[config.mk]
export PLATFORM = sky130hd
export DESIGN_NAME = voice_gate_decoder
export DESIGN_NICKNAME = d
export VERILOG_FILES = /design/src/rtl/voice_gate_decoder_pkg.sv /design/src/rtl/voice_gate_decoder_idx_to_onehot.sv /design/src/rtl/voice_gate_decoder.sv
export SDC_FILE = /design/constraint.sdc
export NUM_CORES = 1
export LEC_CHECK = 0
export BUFFER_PORTS_ARGS = -buffer_cell sky130_fd_sc_hd__clkbuf_2
export CAP_MARGIN = 20
export CORE_UTILIZATION = 40
export DETAILED_ROUTE_END_ITERATION = 12
export GPL_TIMING_DRIVEN = 0
export HOLD_SLACK_MARGIN = 0.12
export PLACE_DENSITY = 0.73
export SYNTH_ARGS = -nofsm -noshare
export SYNTH_HDL_FRONTEND = slang
export SYNTH_SLANG_ARGS = --single-unit
[constraint.sdc]
create_clock -name clk -period 3.68 [get_ports clk]
set_input_delay 1.104 -clock clk [delete_from_list [all_inputs] [get_ports clk]]
set_output_delay 1.104 -clock clk [all_outputs]
set_load 0.02 [all_outputs]
[src/rtl/voice_gate_decoder_pkg.sv]
// Shared definitions for the voice-bus gate decoder: defaults, FSM encoding, counter sizing.
package voice_gate_decoder_pkg;

  localparam int unsigned VG_WIDTH     = 7;
  localparam int unsigned VG_PULSE_LEN = 4;

  typedef enum logic {
    ST_IDLE  = 1'b0,
    ST_PULSE = 1'b1
  } vg_state_e;

  // Bits needed to hold a pulse count of 0..len.
  function automatic int unsigned pulse_cw(input int unsigned len);
    return $clog2(len + 1);
  endfunction

endpackage

[src/rtl/voice_gate_decoder_idx_to_onehot.sv]
// Combinational binary-index to one-hot decoder, shared by voice-bus consumers.
module idx_to_onehot #(
  parameter  int unsigned WIDTH = 7,
  localparam int unsigned LINES = 1 << WIDTH
) (
  input  logic [WIDTH-1:0] idx,
  output logic [LINES-1:0] out
);

  for (genvar i = 0; i < LINES; i++) begin : g_line
    assign out[i] = (idx == WIDTH'(i));
  end

endmodule

[src/rtl/voice_gate_decoder.sv]
// Voice gate decoder: applies (index, on/off) events to a registered gate vector and
// fires a PULSE_LEN-cycle one-hot trigger on every accepted note-on.
module voice_gate_decoder
  import voice_gate_decoder_pkg::*;
#(
  parameter  int unsigned WIDTH     = VG_WIDTH,
  parameter  int unsigned PULSE_LEN = VG_PULSE_LEN,
  localparam int unsigned LINES     = 1 << WIDTH
) (
  input  logic             clk,
  input  logic             rst_n,
  input  logic             in_valid,
  output logic             in_ready,
  input  logic [WIDTH-1:0] in_idx,
  input  logic             in_on,
  input  logic             clear_all,
  output logic [LINES-1:0] gate,
  output logic [LINES-1:0] trig,
  output logic [WIDTH:0]   active_cnt
);

  localparam int unsigned PULSE_CW = pulse_cw(PULSE_LEN);
  localparam int unsigned CNT_W    = WIDTH + 1;

  vg_state_e            state_q, state_d;
  logic [PULSE_CW-1:0]  pcnt_q, pcnt_d;
  logic [LINES-1:0]     gate_q, gate_d;
  logic [LINES-1:0]     trig_q, trig_d;
  logic [CNT_W-1:0]     active_q, active_d;
  logic [LINES-1:0]     line_oh;
  logic                 accept;
  logic                 line_was_on;

  idx_to_onehot #(.WIDTH(WIDTH)) u_dec (
    .idx (in_idx),
    .out (line_oh)
  );

  // clear_all blocks acceptance in the same cycle it takes priority.
  assign in_ready    = (state_q == ST_IDLE) && !clear_all;
  assign accept      = in_valid && in_ready;
  assign line_was_on = gate_q[in_idx];

  always_comb begin
    state_d  = state_q;
    pcnt_d   = pcnt_q;
    gate_d   = gate_q;
    trig_d   = trig_q;
    active_d = active_q;

    if (clear_all) begin
      state_d  = ST_IDLE;
      pcnt_d   = '0;
      gate_d   = '0;
      trig_d   = '0;
      active_d = '0;
    end else if (accept) begin
      if (in_on) begin
        gate_d  = gate_q | line_oh;
        trig_d  = line_oh;
        state_d = ST_PULSE;
        pcnt_d  = PULSE_CW'(PULSE_LEN - 1);
        if (!line_was_on) begin
          active_d = active_q + CNT_W'(1);
        end
      end else begin
        gate_d = gate_q & ~line_oh;
        if (line_was_on) begin
          active_d = active_q - CNT_W'(1);
        end
      end
    end else if (state_q == ST_PULSE) begin
      // Counter hits zero on the last pulse cycle; trigger drops on the following edge.
      if (pcnt_q == '0) begin
        state_d = ST_IDLE;
        trig_d  = '0;
      end else begin
        pcnt_d = pcnt_q - PULSE_CW'(1);
      end
    end
  end

  always_ff @(posedge clk or negedge rst_n) begin
    if (!rst_n) begin
      state_q  <= ST_IDLE;
      pcnt_q   <= '0;
      gate_q   <= '0;
      trig_q   <= '0;
      active_q <= '0;
    end else begin
      state_q  <= state_d;
      pcnt_q   <= pcnt_d;
      gate_q   <= gate_d;
      trig_q   <= trig_d;
      active_q <= active_d;
    end
  end

  assign gate       = gate_q;
  assign trig       = trig_q;
  assign active_cnt = active_q;

endmodule
# Word level (Yosys, flattened, before mapping)
# Cells that the tools add are included.
# word_totals
reg_bits	268
in_bits	12
output_inout_bits	265
elab_cells	180
# op_classes
bitwise	4
reduce_logical	12
n_mux	25
order_cmp	1
addsub	3
n_eq_ne	130
# op_table
op	count
2-to-1 mux 128 bit	8
== test 7 bit, second input constant	64
== test 7 x 6 -> 1 bit, second input constant	32
AND 128 bit	1
inverter 128 bit	1
OR 128 bit	1
== test 7 x 5 -> 1 bit, second input constant	16
== test 7 x 4 -> 1 bit, second input constant	8
2-to-1 mux 8 bit	5
== test 7 x 3 -> 1 bit, second input constant	4
2-to-1 mux 3 bit	5
== test 7 x 2 -> 1 bit, second input constant	2
inequality test 3 bit, second input constant	3
AND reduction 3 bit	3
nonzero test 3 bit	3
adder 8 x 1 -> 8 bit, second input constant	1
less-than comparator 7 x 8 -> 1 bit, second input constant	1
subtractor 8 x 1 -> 8 bit, second input constant	1
binary-select mux 1 bit (select 7 bit)	1
== test 7 x 1 -> 1 bit, second input constant	1
zero test 7 bit	1
2-to-1 mux 1 bit	6
zero test 3 bit	1
subtractor 3 x 1 -> 3 bit, second input constant	1
other kinds (4)	5

# Longest topological paths before layout
# logic_depth
depth_word	6
depth_mapped	12
depth_no_buf	10

# Modules after synthesis
# From an unflattened synthesis, not the netlist that was laid out.
# unflattened
cells_unflattened	1129
area_unflattened_um2	12463.2
# modules_own_cells
module	instances	seq_area_each_um2	area_each_um2	cells_each
voice_gate_decoder	1	6706.4	11557.3	947
idx_to_onehot	1	0.0	905.9	182

# Worst setup path before layout
# OpenSTA, ideal clock, no wires.
# synth_timing
path_kind	input-to-reg
from	input port in_idx[0]
to	register active_q[2], in the netlist active_cnt[2]
stages	9
setup_ns	0.132
slack_ns	0.080
t_arrival_ns	3.468
t_required_ns	3.548
path_buffers	1
cell_sequence	buf_2 mux4_2 mux2i_1 nor2_1 or3_1 o32ai_4 mux2i_2 mux2i_1 nor2_1
# synth_between
elab_chain_cells	4
word_cells_on_any_way	5
cone_classes	eq/ne: 1; mux: 2; reduce/logical: 2
# synth_rtl
element	line	rtl
from (decl)	voice_gate_decoder.sv:14	input logic [WIDTH-1:0] in_idx,
binary-select mux 1 bit (select 7 bit) (*)	voice_gate_decoder.sv:42	assign line_was_on = gate_q[in_idx];
2-to-1 mux 1 bit (implied by the code) (*)	voice_gate_decoder.sv:42	
inequality test 3 bit (no line) or nonzero test 3 bit (tied branches)	-	
AND reduction 3 bit (no line) (*)	-	
to (signal assigned)	voice_gate_decoder.sv:95	active_q <= active_d;
to (decl)	voice_gate_decoder.sv:29	logic [CNT_W-1:0] active_q, active_d;
# Every way passes the cells marked *; elsewhere a longest branch is shown, timed or not. The select of a mux whose other input is x is not followed.
# A chain may end at the register's enable or synchronous reset.

# Final worst setup path
# layout_timing
from	input port in_idx[0]
to	register active_q[6], in the netlist active_cnt[6]
# The elaborated chain is that of the path after synthesis.

==> flow_summary.json <==
{
  "nets": 1588,
  "row_count": 64,
  "grt_start_max_net_pins": 108,
  "ir_worst_vdd_mv": 0.325,
  "cts_tree": "done",
  "design.core.area_mm2": 0.0306,
  "synth_area_per_cell_um2": 9.88,
  "hp-class": "reg -> reg",
  "power.leakage_nw": 7.17,
  "critical-path-max-stage-delay_ps": 560,
  "worstRegToRegCells": 10,
  "nFillCells": 2908,
  "cts_root_buf": "clkbuf_16",
  "wl_um": 47400,
  "numPortBuffers": 273,
  "start_kind": "input port",
  "synth_top_area_frac": 0.539,
  "yosys-top-cells-count": "o21ai_0, dfrtp_1, nand2_1",
  "reg2reg_slack_ps": 450,
  "setup_viol": 0,
  "netlist_instances": 1259,
  "setup.worst_path.end_class": "flip-flop",
  "status": "finished clean",
  "routedWlPerCell_um": 23.8,
  "grt_pass1_wl_um": 69900,
  "first_pass_iters": 5,
  "grt_pass1_vias": 11100,
  "worstSetupPathType": "in -> reg",
  "numCtsBuffers": 30,
  "io_pins": 277,
  "routed_via_density": 5.73,
  "cts_buffer_depth": 3,
  "cpMaxStageDelayCell": "mux4_2",
  "finalMaxSlewViolations": 0,
  "tightestPinTransition_ps": 1040,
  "synth_seq_area_share": 0.539,
  "rsz0062_at_grt": "no",
  "yosys-top-cells-area": "dfrtp_1, o21ai_0, nand2_1, mux4_2, nor2b_1",
  "synth_most_common_cell": "o21ai_0",
  "dp_hpwl_um": 34600,
  "swShare": 0.249,
  "antenna_found_initial": 1,
  "synth_ff_type": "dfrtp_1",
  "r2r-start": "pcnt_q[0]",
  "rr_endpoint": "trig[98]",
  "internal_power_w": 0.00493,
  "synth.distinct_cells": 49,
  "hold_depth": 2,
  "ant_nets": 0,
  "hold_buffers": 0,
  "crit_required_ps": 4100,
  "p_comb_frac": 0.077,
  "fin_cells": 1988,
  "crit_end": "active_cnt[6]",
  "die_w_um": 178,
  "fp.dieH_um": 178,
  "power_density_mw_per_mm2": 426,
  "fin_area_mm2": 0.0154,
  "post_dp_cell_area_mm2": 0.0144,
  "seqPwrFrac": 0.453,
  "ys.warnings.count": 0,
  "max_freq_ghz": 0.285,
  "fin_crit_sh": 0.953,
  "gp_congestion": 0.948,
  "dieArea_mm2": 0.0318,
  "multi_input_area_mm2": 0.00529,
  "finalHoldViolCount": 0,
  "clkTransAtPathRegs_ps": 60,
  "arrival_ps": 3920,
  "htreeDepth": 1,
  "crit_start": "in_idx[0]",
  "ys_async_sr_fraction": 1.00,
  "layout-drive-gt1-share": 0.245,
  "drv_cap": 0,
  "clock_latency_ps": 560,
  "maxSlewHeadroom": 0.305,
  "cts_sinks": 268,
  "syn-num-nets": 1280,
  "initial_core_util": 0.407,
  "p_clk_frac": 0.470,
  "via_count": 11400,
  "worstPathMaxFanout": 8,
  "area_growth_pct": 23.9,
  "seqCellArea_mm2": 0.00671,
  "remaining_drc_errors": 0,
  "grt.total_usage": 0.298,
  "ys_ff_latch": 268,
  "grt-ovfl-total": 0,
  "switching_power_w": 0.00163,
  "synth-edff-count": 0,
  "worstPathCellList": "buf_2 -> mux4_2 -> mux2i_1 -> nor2_1 -> or3_1 -> o32ai_4 -> mux2i_4 -> buf_12 -> mux2i_1 -> nor2_1",
  "synth_area_leader_cell": "dfrtp_1",
  "synth_area_mm2": 0.0124,
  "drt_iter0_drc": 938,
  "dp.cells": 1931,
  "finClkSkew_ps": 13.1,
  "period_needed_ps": 3510
}
cell type report:
cell class	instances	area share
antenna	1	0.000162
clock buffer	40	0.0532
inverter	8	0.00219
clock inverter	16	0.0121
multi-input combinational	884	0.343
buffer	98	0.0274
tap	396	0.0322
timing repair buffer	277	0.0944
sequential	268	0.435
cell usage in the layout (no fill, tap or decap), drive strengths merged, types with 9 or more instances in the layout:
cell type,count
nor2,57
nand3b,22
nor3,9
mux2i,20
nor2b,82
nand3,18
clkinv,10
mux2,12
nand2,211
nand2b,31
buf,18
o31ai,15
clkbuf,397
o21ai,305
dfrtp,268
mux4,31
a21oi,13
critical path, delay by kind of cell:
family                 cells  cell delay (ps)
multiplexers               4             1390
buffers and inverters      2              450
AND/OR/NAND/NOR            3              530
AO/OA/AOI/OAI              1              420
sequential cells by signal, indices dropped and copies added, names as in the netlist:
signal / cells
gate: 128
trig: 128
active_cnt: 8
pcnt_q: 3
state_q: 1
timing repair:
action,CTS,global route
pin swaps,0,0
endpoints found under the setup margin,6,2
hold endpoints to repair,0,0
gates resized for setup,2,1
setup buffers,0,1
worst min-delay path by stage:
stage | slack (ps) | endpoint | start
global placement | 460 | trig[36] | trig[36]
finish | 480 | trig[44] | trig[44]
global route | 500 | trig[58] | trig[58]
detailed placement | 470 | trig[123] | trig[123]
CTS | 480 | trig[123] | trig[123]
floorplan | 460 | pcnt_q[0] | pcnt_q[0]
routing by layer:
| layer | up-vias | wire length [µm] | share of wire | track usage |
|---|---|---|---|---|
| li1 | 4972 | - | - | - |
| met4 | 0 | 1830 | 0.039 | 0.113 |
| met2 | 631 | 21700 | 0.46 | 0.464 |
| met3 | 102 | 4550 | 0.096 | 0.0695 |
| met5 | - | 0 | 0 | 0 |
| met1 | 5685 | 19400 | 0.41 | 0.403 |
kinds of logic (layout without fill, tap and decap cells):
| kind of cell | count (synthesis) | count (layout) | share of synthesized area |
|---|---|---|---|
| compound gates | 354 | 354 | 0.153 |
| xor+xnor | 6 | 6 | 0.00422 |
| fa+ha+maj | 9 | 9 | 0.00966 |
| buf+inv | 107 | 439 | 0.0366 |
| flops | 268 | 268 | 0.539 |
| mux | 63 | 63 | 0.0834 |
| other cells | 0 | 1 | 0 |
| simple gates | 452 | 452 | 0.174 |
metrics by stage:
stage / util / hold WS, ps / TNS (ps) / power (W) / setup slack, ps
6_report: 0.504 / 476 / 0 / 0.00656 / 173
5_1_grt: 0.504 / 502 / 0 / 0.00675 / 68.5
4_1_cts: 0.503 / 481 / 0 / 0.00659 / 57.7
3_5_place_dp: 0.470 / 466 / -12010 / 0.00352 / -696
3_3_place_gp: 0.468 / 460 / -1096380 / 0.00351 / -4080
2_1_floorplan: - / 464 / 0 / 0.00329 / 79.7
power groups by stage:
stage          Sequential, W  Combinational [W]  Clock, W
3_5_place_dp         0.00303           0.000498         0
6_report             0.00297           0.000507   0.00308
3_3_place_gp         0.00303           0.000481         0
2_1_floorplan        0.00304           0.000253         0
5_1_grt              0.00297           0.000543   0.00324
4_1_cts              0.00297           0.000500   0.00311
No activity file was read; power rests on OpenSTA's default activity.
